### src/rtl/alu_commit_arb.sv
// alu_commit_arb: round-robin merge of ALU commit streams.
// Multi-beat packets stay contiguous; 2-entry skid buffer on output.
module alu_commit_arb #(
  parameter int NUM_INPUTS = 2,
  parameter int NUM_LANES  = 4,
  parameter int XLEN       = 32,
  parameter int NW_WIDTH   = 2,
  parameter int NR_BITS    = 6,
  parameter int PID_WIDTH  = 1,
  parameter int UUID_WIDTH = 44,
  localparam int DATAW = UUID_WIDTH + NW_WIDTH + NUM_LANES + NR_BITS
                       + 1 + PID_WIDTH + 1 + 1
                       + NUM_LANES * XLEN + XLEN,
  localparam int SW = (NUM_INPUTS > 1) ? $clog2(NUM_INPUTS) : 1
) (
  input  logic                        clk,
  input  logic                        reset,
  input  logic [NUM_INPUTS-1:0]       in_valid,
  output logic [NUM_INPUTS-1:0]       in_ready,
  input  logic [NUM_INPUTS*DATAW-1:0] in_data,
  output logic                        out_valid,
  input  logic                        out_ready,
  output logic [DATAW-1:0]            out_data,
  output logic [SW-1:0]               out_src
);

  localparam int EOP_BIT = XLEN * (NUM_LANES + 1);

  logic [SW-1:0]         rr_q, rr_d;
  logic                  lock_q, lock_d;
  logic [SW-1:0]         lsrc_q, lsrc_d;
  logic                  v0_q, v0_d, v1_q, v1_d;
  logic [DATAW-1:0]      d0_q, d0_d, d1_q, d1_d;
  logic [SW-1:0]         s0_q, s0_d, s1_q, s1_d;

  logic [NUM_INPUTS-1:0] rdy;
  logic [NUM_INPUTS-1:0] lk;
  logic [NUM_INPUTS-1:0] hit;
  logic                  can_acc;
  logic                  acc;
  logic [SW-1:0]         g;
  logic [DATAW-1:0]      beat;
  logic                  eop;
  logic                  pop;

  // Round-robin candidates: a source is eligible when no earlier
  // source (from rr onward) is valid, so it never sees its own valid.
  always_comb begin
    int  j;
    logic blk;
    rdy = '0;
    blk = 1'b0;
    j   = 0;
    for (int k = 0; k < NUM_INPUTS; k++) begin
      j = int'(rr_q) + k;
      if (j >= NUM_INPUTS) j = j - NUM_INPUTS;
      if (!blk) rdy[j] = 1'b1;
      if (in_valid[j]) blk = 1'b1;
    end
  end

  // Lock overrides round-robin; full buffer or reset blocks everyone.
  always_comb begin
    lk         = '0;
    lk[lsrc_q] = 1'b1;
    can_acc    = ~v1_q & ~reset;
    in_ready   = (lock_q ? lk : rdy) & {NUM_INPUTS{can_acc}};
    hit        = in_valid & in_ready;
    acc        = |hit;
  end

  // Encode the accepted source and select its beat.
  always_comb begin
    g = '0;
    for (int i = 0; i < NUM_INPUTS; i++) begin
      if (hit[i]) g = SW'(i);
    end
    beat = in_data[int'(g)*DATAW +: DATAW];
    eop  = beat[EOP_BIT];
  end

  // Packet lock and round-robin pointer next state.
  always_comb begin
    lock_d = lock_q;
    lsrc_d = lsrc_q;
    rr_d   = rr_q;
    if (acc) begin
      if (eop) begin
        lock_d = 1'b0;
        rr_d   = (g == SW'(NUM_INPUTS - 1)) ? '0 : SW'(g + 1'b1);
      end else begin
        lock_d = 1'b1;
        lsrc_d = g;
      end
    end
  end

  // Skid FIFO: pop shifts entry1 down, push fills the first free slot.
  always_comb begin
    pop  = v0_q & out_ready;
    v0_d = v0_q;
    v1_d = v1_q;
    d0_d = d0_q;
    d1_d = d1_q;
    s0_d = s0_q;
    s1_d = s1_q;
    if (pop) begin
      v0_d = v1_q;
      d0_d = d1_q;
      s0_d = s1_q;
      v1_d = 1'b0;
    end
    if (acc) begin
      if (!v0_d) begin
        v0_d = 1'b1;
        d0_d = beat;
        s0_d = g;
      end else begin
        v1_d = 1'b1;
        d1_d = beat;
        s1_d = g;
      end
    end
  end

  // State registers; reset drops lock and any buffered beats.
  always_ff @(posedge clk or posedge reset) begin
    if (reset) begin
      rr_q   <= '0;
      lock_q <= 1'b0;
      lsrc_q <= '0;
      v0_q   <= 1'b0;
      v1_q   <= 1'b0;
      d0_q   <= '0;
      d1_q   <= '0;
      s0_q   <= '0;
      s1_q   <= '0;
    end else begin
      rr_q   <= rr_d;
      lock_q <= lock_d;
      lsrc_q <= lsrc_d;
      v0_q   <= v0_d;
      v1_q   <= v1_d;
      d0_q   <= d0_d;
      d1_q   <= d1_d;
      s0_q   <= s0_d;
      s1_q   <= s1_d;
    end
  end

  assign out_valid = v0_q;
  assign out_data  = d0_q;
  assign out_src   = s0_q;

endmodule

### config.mk
export PLATFORM = sky130hd
export DESIGN_NAME = alu_commit_arb
export DESIGN_NICKNAME = d
export VERILOG_FILES = /design/src/rtl/alu_commit_arb.sv
export SDC_FILE = /design/constraint.sdc
export NUM_CORES = 1
export LEC_CHECK = 0
export BUFFER_PORTS_ARGS = -buffer_cell sky130_fd_sc_hd__buf_4
export CAP_MARGIN = 20
export CORE_AREA = 2 2 261 263
export DETAILED_ROUTE_END_ITERATION = 8
export DIE_AREA = 0 0 263 265
export PLACE_DENSITY = 0.57
export SYNTH_ARGS = -nofsm -noshare
export SYNTH_HDL_FRONTEND = slang
export SYNTH_SLANG_ARGS = --single-unit
### constraint.sdc
create_clock -name clk -period 31.9 [get_ports clk]
set_input_delay 3.19 -clock clk [delete_from_list [all_inputs] [get_ports clk]]
set_output_delay 3.19 -clock clk [all_outputs]
set_load 0.1 [all_outputs]
# --- After elaboration in Yosys (flattened, before gate mapping) ---
# Index checks and enable logic that the tools add are counted.
totals:
  elab_cells: 66
  out_inout_bits: 224
  register_bits: 447
  input_bits: 445
op_classes:
  muxes: 28
  n_mul: 1
  addsub: 4
  n_shift: 1
  n_reduce_logical: 7
  n_bitwise: 8
  magnitude_cmp: 8
op_table:
  columns: ["operator", "count"]
  rows:
  - ["$mux 220", 3]
  - ["$shiftx 440x10->220", 1]
  - ["$ge 32x1->1 const B", 2]
  - ["$lt 32x3->1 const B", 2]
  - ["$mux 32", 2]
  - ["$mux 1", 18]
  - ["$mul 1x6->7 const B", 1]
  - ["$reduce_and 2->1", 3]
  - ["$and 2x2->2", 2]
  - ["$mux 2", 2]
  - ["$demux 1 s1", 3]
  - ["$logic_and 1x1->1", 3]
  - ["$not 1->1", 3]
  - ["$sub 1x2->3 const B", 1]
  - ["$sub 2x2->3 const B", 1]
  - ["$add 1x1->2 const B", 1]
  - ["$and 1x1->1", 2]
  - ["$ge 1x2->1 const B", 1]
  - ["$ge 2x2->1 const B", 1]
  - ["$lt 1x2->1 const B", 1]
  - ["$or 2x2->2", 1]
  - ["$reduce_or 2->1", 1]
  - ["$add 1x1->1 const B", 1]
  - ["$ge 1x1->1 const B", 1]

# --- Depth between registers and ports, before layout ---
# Gate-level depths: netlist of the first run.
logic_depth:
  depth_word: 17
  depth_mapped: 7
  ltp_nobuf: 5

# --- Worst setup path after synthesis of the first run ---
# OpenSTA, ideal clock, no wires.
synth_path:
  path_kind: "input to output"
  from: "input port reset"
  to: "output port in_ready[0]"
  arrival_time_ns: 4.141
  path_stages: 5
  setup_slack_ns: 24.569
  required_ns: 28.710
  cell_sequence: "nor2_2 -> nand3_1 -> buf_2 -> clkinv_1 -> buf_2"
synth_between:
  elab_chain_cells: 3
synth_rtl:
  columns: ["element", "line_no", "source"]
  rows:
  - ["from (decl)", "17", "input logic reset,"]
  - ["$not 1->1", "66", "can_acc = ~v1_q & ~reset;"]
  - ["$and 1x1->1", "66", null]
  - ["$and 2x2->2", "67", "in_ready = (lock_q ? lk : rdy) & {NUM_INPUTS{can_acc}};"]
  - ["to (decl)", "19", "output logic [NUM_INPUTS-1:0] in_ready,"]
# No other way between the ends.

# --- Worst setup path after layout of the first run ---
# Same ends and word-level chain as after synthesis.

==> results of run 1 <==
## power groups by stage
stage | sequential (mW) | combinational [mW] | clock, mW
global route | 1.03 | 2.37 | 0.681
floorplan | 2.02 | 0.704 | 0
finish | 1.00 | 2.26 | 0.645
global placement | 0.997 | 2.22 | 0
CTS | 1.00 | 2.26 | 0.658
detailed placement | 1.01 | 2.26 | 0
## cells in the final DEF (no fill, tap or decap), drive strengths merged
cell	netlist	routed
nand3	4	4
and3	1	1
nand4	1	1
bufinv	0	6
o21a	1	1
a32oi	220	220
a221oi	59	59
a22o	2	2
or3b	1	1
a31oi	1	1
nand2b	162	162
a21boi	1	1
a211oi	161	161
a21o	2	2
clkinv	1	15
dfrtp	447	447
o22ai	161	161
inv	224	226
nand2	447	447
nor3	381	381
and2	2	2
a21oi	2	2
nand3b	1	1
nor2	61	61
buf	129	705
o2bb2ai	59	59
clkbuf	156	78
o21ai	3	3
diode	0	12
## registers in the layout, summed over array words and instances, names as in the netlist
| register | count |
|---|---|
| out_valid | 1 |
| lock_q | 1 |
| lsrc_q | 1 |
| d1_q | 220 |
| out_data | 220 |
| v1_q | 1 |
| out_src | 1 |
| rr_q | 1 |
| s1_q | 1 |
## worst max-delay path: stages
cell and delay, ps:
buf_4 140, nor2_2 220, nand3_4 600, inv_2 160
buf_4 620, buf_4 420
## worst paths after layout
check | from | endpoint | slack (ps) | cells after the start
setup reg to reg | v1_q | d1_q[51] | 27990 | 6
hold reg to reg | s1_q | s1_q | 520 | 1
min in group asynchronous | reset | d1_q[215] | 2710 | 2
max in group asynchronous | reset | out_data[64] | 26420 | 6
setup / recovery | reset | in_ready[0] | 23260 | 6
hold / removal | s1_q | s1_q | 520 | 1
## per-layer routing
metal / vias up / wire (microns)
met5: - / 83
met4: 14 / 4250
met3: 212 / 7980
met2: 932 / 43000
met1: 11555 / 35800
li1: 10681 / -
## layout make-up
cell class	count	area [sq um]	area share (%)
diodes	12	30.0	0.0981
clock inverters	22	264	0.862
repair buffers	705	5380	17.6
inverters	225	852	2.78
flip-flops and latches	447	11200	36.5
well taps	873	1090	3.57
clock buffers	78	1580	5.17
multi-input cells	1733	10200	33.4
## cells by family (layout without fill, tap and decap cells)
logic type	Yosys count	count (layout)
flops	447	447
buf+inv	510	1030
other cells	0	12
compound gates	672	672
simple gates	1061	1061
## per-stage QoR
step	utilization, %	worst slack [ps]	area [sq um]
6_report	45.8	23260	30600
5_1_grt	45.8	23090	30600
4_1_cts	45.7	23270	30500
3_5_place_dp	42.9	23290	28700
3_3_place_gp	42.9	23230	28600
2_1_floorplan	-	16250	23500
==> results.yml, run 1 <==
logic_synthesis:
  yosys-top-cells-count: "447 x dfrtp_1, 447 x nand2_1, 381 x nor3_1"
  yosys_warnings: 0
  syn_area_sq_mm: 0.0235
  synth_top_area_share_pct: 47.6
  synthAdderAreaFrac_pct: 0
  synthXorXnorAreaFrac_pct: 0
  synth-compound-area-share_pct: 22.4
  synthCells: 2690
  async_flop_share_pct: 100
  yosys.area_share.simple_pct: 20.8
  yosys.area.top_type: "dfrtp_1"
  ys_seq_elements: 447
  syn_nets: 3135
  synth_cell_types: 34
  synth.area.top_cells: "dfrtp_1 48%, a32oi_1 8.2%, nor3_1 8.1%"
  avgSynthCellArea_sq_um: 8.73
  synth_seq_area_share_pct: 47.6
  synth_top_family_by_area: "compound AO/OA/AOI/OAI gates"
  synthFlopType: "dfrtp_1"
  synthMuxAreaShare_pct: 0
  synth_edf_count: 0
clock_network:
  root_buffer: "clkbuf_16"
  cts_hold_buffers: 0
  post-cts-setup-buffer-count: 0
  clk_transition_reported_paths_ps: 60
  htreeDepth: 2
  clock-sinks: 447
  cts_resized: 0
  cts_tree: "yes"
  clkLatencyLatePin_ps: 600
  numCtsBuffers: 53
  clockBufferDepth: 3
power:
  clockPowerShare_pct: 16.5
  internal_power_mw: 1.75
  switching_share_pct: 55.3
  sequentialPowerShare_pct: 25.6
  ir_drop_v: 0.0000680
  p_leak_nw: 13.7
  cellPowerDensity_mw_per_mm2: 128
  power.switching_mw: 2.16
  power_mw: 3.90
  combPwrFrac_pct: 57.9
timing:
  setup_viol: 0
  drv_slew: 0
  fin_crit_ps: 8640
  setup_tns_ps: 0
  holdWs_ps: 523
  fin_skew_ps: 15.6
  rsz0062_at_grt: "no"
  slew_headroom_pct: 20.7
  fmax_mhz: 116
  finalHoldViolations: 0
  tightest_slew_ps: 1190
  timing.final.crit_share_pct: 27.1
route:
  vias_per_cell: 5.71
  first_pass_iters: 5
  routed_wl_mm: 91.2
  drc_errors: 0
  antenna_left: 0
  drt_first_iter_violations: 1799
  drt-wirelength-per-cell_microns: 22.3
  vias: 23394
grt:
  antenna_found_initial: 19
  use_met2_pct: 39.9
  top_usage_layer: "met2"
  grtUsageMet3_pct: 7.55
  grt.overflow.total: 0
  grtUsageTotal_pct: 25.1
  grt_max_degree: 234
  grt_pass1_vias: 23270
  grt_pass1_wl_mm: 139
  gr-usage-met1_pct: 31.2
layout:
  layout-drive-gt1-share_pct: 25.1
  final_nets: 3610
  finalNonFillerCells: 4095
  area_growth_pct: 30.3
  fillCellCount: 6520
die:
  coreArea_sq_mm: 0.0668
  die_area_sq_mm: 0.0697
  pin_count: 669
  row_count: 95
  die_w_microns: 263
  die_y_microns: 265
  initial_core_util_pct: 35.2
placed_design:
  dp_cells: 3980
  portBuffers: 668
  place_congestion: 0.820
  dp_hpwl_mm: 57.2
hold_path:
  hp-class: "flop to flop"
worst_setup_path:
  worstPathRequired_ps: 28710
  path_class: "primary input to output pin"
  cp-start-kind: "primary input"
  endpoint_kind: "output pin"
  arrival_ps: 5450
  crit_fanout: 61
job:
  maxCapViolCount: 0
outcome:
  status: "complete, no violations"
No activity file was read; power rests on OpenSTA's default activity.
==> run 2: changes to the inputs <==
==> config.mk (replaced) <==
export PLATFORM = sky130hd
export DESIGN_NAME = alu_commit_arb
export DESIGN_NICKNAME = d
export VERILOG_FILES = /design/src/rtl/alu_commit_arb.sv
export SDC_FILE = /design/constraint.sdc
export NUM_CORES = 1
export LEC_CHECK = 0
export ABC_AREA = 1
export BUFFER_PORTS_ARGS = -buffer_cell sky130_fd_sc_hd__buf_4
export CAP_MARGIN = 20
export CORE_AREA = 2 2 263 265
export DETAILED_ROUTE_END_ITERATION = 8
export DIE_AREA = 0 0 265 267
export PLACE_DENSITY = 0.55
export SYNTH_ARGS = -nofsm -noshare
export SYNTH_HDL_FRONTEND = slang
export SYNTH_SLANG_ARGS = --single-unit
==> constraint.sdc (replaced) <==
create_clock -name clk -period 8.8 [get_ports clk]
set_input_delay 0.88 -clock clk [delete_from_list [all_inputs] [get_ports clk]]
set_output_delay 0.88 -clock clk [all_outputs]
set_load 0.1 [all_outputs]
==> results.yml, run 2 <==
outcome:
  status: "complete, no violations"
route:
  drc_errors: 0
  routed_wl_mm: 80.0
  first_pass_iters: 5
  drt-wirelength-per-cell_microns: 16.7
  drt_first_iter_violations: 1468
  antenna_left: 0
  vias: 22326
  vias_per_cell: 4.65
timing:
  drv_slew: 0
  tightest_slew_ps: 1080
  slew_headroom_pct: 28.3
  fmax_mhz: 284
  setup_tns_ps: 0
  setup_viol: 0
  timing.final.crit_share_pct: 40.0
  fin_skew_ps: 18.1
  fin_crit_ps: 3520
  finalHoldViolations: 0
  setup_slack_ps: 5280
  rsz0062_at_grt: "no"
grt:
  gr-usage-met1_pct: 28.9
  antenna_found_initial: 2
  grt_pass1_vias: 21044
  grt.overflow.total: 0
  grtUsageTotal_pct: 21.9
  top_usage_layer: "met2"
  use_met2_pct: 36.5
  grt_pass1_wl_mm: 123
  grt_max_degree: 159
  grtUsageMet3_pct: 3.99
power:
  power_mw: 12.7
  cellPowerDensity_mw_per_mm2: 427
  ir_drop_v: 0.000215
  p_leak_nw: 17.5
logic_synthesis:
  ys_seq_elements: 447
  synth_top_area_share_pct: 49.5
  synthCells: 3348
  yosys-top-cells-count: "2436 x nand2_1, 447 x dfrtp_1, 224 x nand3_1"
  yosys_warnings: 0
  syn_area_sq_mm: 0.0226
  async_flop_share_pct: 100
  synth.most_common_cell: "nand2_1"
  avgSynthCellArea_sq_um: 6.75
  yosys.area.top_type: "dfrtp_1"
  synth_seq_area_share_pct: 49.5
  synth_cell_types: 19
  synth.area.top_cells: "dfrtp_1 49%, nand2_1 40%, nand3_1 5.0%"
  synthFlopType: "dfrtp_1"
  synth_edf_count: 0
  syn_nets: 3793
clock_network:
  root_buffer: "clkbuf_16"
  clock-sinks: 447
  cts_hold_buffers: 0
  clk_transition_reported_paths_ps: 60
  clockBufferDepth: 3
  clkLatencyLatePin_ps: 590
  post-cts-setup-buffer-count: 0
  cts_resized: 0
  numCtsBuffers: 53
  htreeDepth: 2
  cts_tree: "yes"
worst_setup_path:
  critPathCapture: "out_data[1]"
  worstPathRequired_ps: 9320
  crit_start: "out_valid"
  r2r-end: "out_data[1]"
  arrival_ps: 4040
  reg2reg_depth: 7
  critPathMostFrequentCell: "nand2_1"
  crit_fanout: 121
  r2r-start: "out_valid"
  cp-start-kind: "flop"
  rrSetupSlack_ps: 5280
  endpoint_kind: "flop"
  critPathSlowestCell: "inv_6"
  cpPeakStageDelay_ps: 730
  cp_cell_sequence: "nand2_4 -> o21ai_1 -> nand2_8 -> inv_6 -> buf_12 -> nand2_1 -> nand2_1"
  path_class: "flop to flop"
die:
  die_w_microns: 265
  row_count: 96
  pin_count: 669
  die_y_microns: 267
  coreArea_sq_mm: 0.0680
  die_area_sq_mm: 0.0708
  initial_core_util_pct: 33.3
layout:
  final_cell_area_sq_mm: 0.0297
  final_common_cell: "nand2_1"
  layout-drive-gt1-share_pct: 20.1
  area_growth_pct: 31.5
  final_nets: 4324
  layout_common_cells: "2435 x nand2_1, 689 x buf_4, 447 x dfrtp_1"
hold_path:
  hp-class: "primary input to asynchronous set/reset pin"
placed_design:
  dp_hpwl_mm: 50.9
  portBuffers: 668
  place_congestion: 0.815
  post_dp_cell_area_sq_mm: 0.0280
  pre_cts_ws_ps: 4830
job:
  maxCapViolCount: 0
run 2: layer usage:
| metal | wire length [microns] | vias up | part of all wire, % |
|---|---|---|---|
| met1 | 35100 | 10402 | 44 |
| met2 | 38000 | 575 | 48 |
| met5 | 0 | - | 0 |
| li1 | - | 11237 | - |
| met4 | 2310 | 0 | 2.9 |
| met3 | 4530 | 112 | 5.7 |
run 2: cell families after synthesis:
logic type | share of synthesized area (%)
compound gates | 0.138
buf+inv | 4.63
simple gates | 45.8
flops | 49.5
run 2: metrics by stage:
step / instances / utilization, % / hold slack, ps
2_1_floorplan: 3348 / - / 442
3_3_place_gp: 4706 / 41.2 / 462
3_5_place_dp: 4706 / 41.2 / 465
4_1_cts: 4800 / 43.7 / 410
5_1_grt: 4802 / 43.7 / 448
6_report: 4802 / 43.7 / 433
run 2: how the worst min path moves through the flow:
stage	startpoint	to	slack, ps	depth (start not counted)
finish	reset	v1_q	430	2
global route	reset	v1_q	450	2
CTS	reset	v1_q	410	2
detailed placement	d1_q[11]	d1_q[11]	460	2
global placement	d1_q[95]	d1_q[95]	460	2
floorplan	lsrc_q	lsrc_q	440	2
run 2: report_power, final:
group	internal, mW	leakage, nW	total, mW	switching, mW
registers	2.96	5.67	3.44	0.477
clock network	1.31	0.852	2.19	0.886
logic	1.56	11.0	7.05	5.49
total	5.83	17.5	12.7	6.86
run 2: layout make-up:
cell class	instances	area, sq um
Multi-Input combinational cell	2675	10400
Timing Repair Buffer	693	5240
Inverter	9	52.6
Tap cell	882	1100
Clock inverter	15	156
Fill cell	7164	38200
Clock buffer	79	1570
Sequential cell	447	11200
Antenna cell	2	5.00
run 2: worst max-delay path: cells and delay by family, from the launching register on:
family                 cells  cell delay, ps
AO/OA/AOI/OAI              1             510
flip-flops                 1             600
AND/OR/NAND/NOR            4             890
buffers and inverters      2            1230
==> run 3: changes to the inputs <==
==> config.mk (replaced) <==
export PLATFORM = sky130hd
export DESIGN_NAME = alu_commit_arb
export DESIGN_NICKNAME = d
export VERILOG_FILES = /design/src/rtl/alu_commit_arb.sv
export SDC_FILE = /design/constraint.sdc
export NUM_CORES = 1
export LEC_CHECK = 0
export ABC_AREA = 0
export BUFFER_PORTS_ARGS = -buffer_cell sky130_fd_sc_hd__buf_4
export CAP_MARGIN = 20
export CORE_AREA = 2 2 261 263
export DETAILED_ROUTE_END_ITERATION = 8
export DIE_AREA = 0 0 263 265
export PLACE_DENSITY = 0.59
export SYNTH_ARGS = -nofsm -noshare
export SYNTH_HDL_FRONTEND = slang
export SYNTH_SLANG_ARGS = --single-unit
==> constraint.sdc (replaced) <==
create_clock -name clk -period 3.1 [get_ports clk]
set_input_delay 0.31 -clock clk [delete_from_list [all_inputs] [get_ports clk]]
set_output_delay 0.31 -clock clk [all_outputs]
set_load 0.1 [all_outputs]
==> results.yml, run 3 (synthesized netlist as in run 1, its figures left out) <==
route:
  vias_per_cell: 5.76
  vias: 23809
  drt-wirelength-per-cell_microns: 22.0
  antenna_left: 0
  drt_first_iter_violations: 1915
  routed_wl_mm: 91.0
  drc_errors: 0
  first_pass_iters: 5
die:
  coreArea_sq_mm: 0.0668
  pin_count: 669
  row_count: 95
  die_w_microns: 263
  initial_core_util_pct: 35.2
  die_area_sq_mm: 0.0697
  die_y_microns: 265
timing:
  fmax_mhz: 408
  fin_skew_ps: 21.6
  finalHoldViolations: 0
  drv_slew: 0
  tightest_slew_ps: 1060
  timing.final.crit_share_pct: 79.1
  fin_crit_ps: 2450
  rsz0062_at_grt: "no"
  setup_viol: 0
  holdWs_ps: 39.9
  slew_headroom_pct: 29.3
layout:
  final_nets: 3656
  layout-drive-gt1-share_pct: 25.4
  area_growth_pct: 32.7
  layout_common_cells: "701 x buf_4, 447 x dfrtp_1, 446 x nand2_1"
  final_common_cell: "buf_4"
placed_design:
  place_congestion: 0.823
  portBuffers: 668
  dp_hpwl_mm: 58.6
worst_setup_path:
  worstPathRequired_ps: 2790
  endpoint_kind: "output pin"
  reg2reg_depth: 6
  path_class: "primary input to output pin"
  arrival_ps: 2140
  cp-start-kind: "primary input"
  crit_fanout: 18
clock_network:
  clkLatencyLatePin_ps: 590
  cts_tree: "yes"
  clock-sinks: 447
  root_buffer: "clkbuf_16"
  htreeDepth: 2
  clockBufferDepth: 3
  post-cts-setup-buffer-count: 0
  clk_transition_reported_paths_ps: 60
  numCtsBuffers: 54
  cts_resized: 0
power:
  cellPowerDensity_mw_per_mm2: 1290
  p_leak_nw: 14.0
  power_mw: 40.3
  ir_drop_v: 0.000725
job:
  maxCapViolCount: 0
grt:
  antenna_found_initial: 7
  grt_max_degree: 177
  grt.overflow.total: 0
  grtUsageTotal_pct: 25.1
  grt_pass1_wl_mm: 140
  grt_pass1_vias: 23814
hold_path:
  hold-path-cell-count: 3
  hp-class: "primary input to flop"
outcome:
  status: "complete, no violations"
run 3: changes by cell type in the layout (fill, tap and decap cells not counted), moves of 162 or more:
cell      before  now
inv_1          3  222
a32oi_1        0  220
nand3_1      224    1
nor3_1         0  381
nand2_1     2435  446
nand2b_1       0  162
run 3: critical path: stages:
cell	delay, ps
dlygate4sd3_1	560
buf_4	160
nor2_2	210
nand3_4	160
inv_2	360
buf_4	370
run 3: metal layers:
layer / global-route usage [%] / share of wire (%) / vias up
met5: 0 / 0.012 / -
met4: 10.4 / 3.9 / 2
met3: 6.16 / 7.6 / 182
met2: 41.3 / 48 / 965
met1: 31.5 / 40 / 11898
li1: - / - / 10762
run 3: layout make-up:
| type | count | area (sq um) |
|---|---|---|
| inverters | 225 | 848 |
| clock buffers | 86 | 1650 |
| repair buffers | 750 | 6020 |
| well taps | 873 | 1090 |
| flip-flops and latches | 447 | 11200 |
| multi-input cells | 1733 | 10200 |
| diodes | 6 | 15.0 |
| clock inverters | 13 | 126 |
| fillers | 6378 | 35600 |
run 3: path summary, 6_finish.rpt:
kind,startpoint,endpoint,slack [ps]
setup / recovery,reset,in_ready[0],650
hold / removal,in_data[404],out_data[184],40
setup reg to reg,lock_q,out_data[43],800
hold reg to reg,s1_q,s1_q,520
max in group asynchronous,reset,out_data[132],1740
min in group asynchronous,reset,d1_q[219],420
run 3: what timing repair did:
action / in CTS / in global routing
endpoints found under the hold margin: 39 / 0
hold buffers: 21 / 0
setup endpoints to repair: 0 / 0
run 3: stage by stage:
stage	worst slack (ps)	instances	setup TNS (ps)	utilization [%]	area, sq um
floorplan	-3250	2690	-1454160	-	23500
global placement	855	4007	0	43.7	29200
detailed placement	786	4007	0	43.7	29200
CTS	584	4127	0	46.6	31200
global route	527	4133	0	46.7	31200
finish	649	4133	0	46.7	31200
run 3: report_power, final:
group / switching (mW) / internal (mW)
clock network: 2.62 / 3.80
logic: 18.0 / 5.55
registers: 1.64 / 8.68
total: 22.3 / 18.0
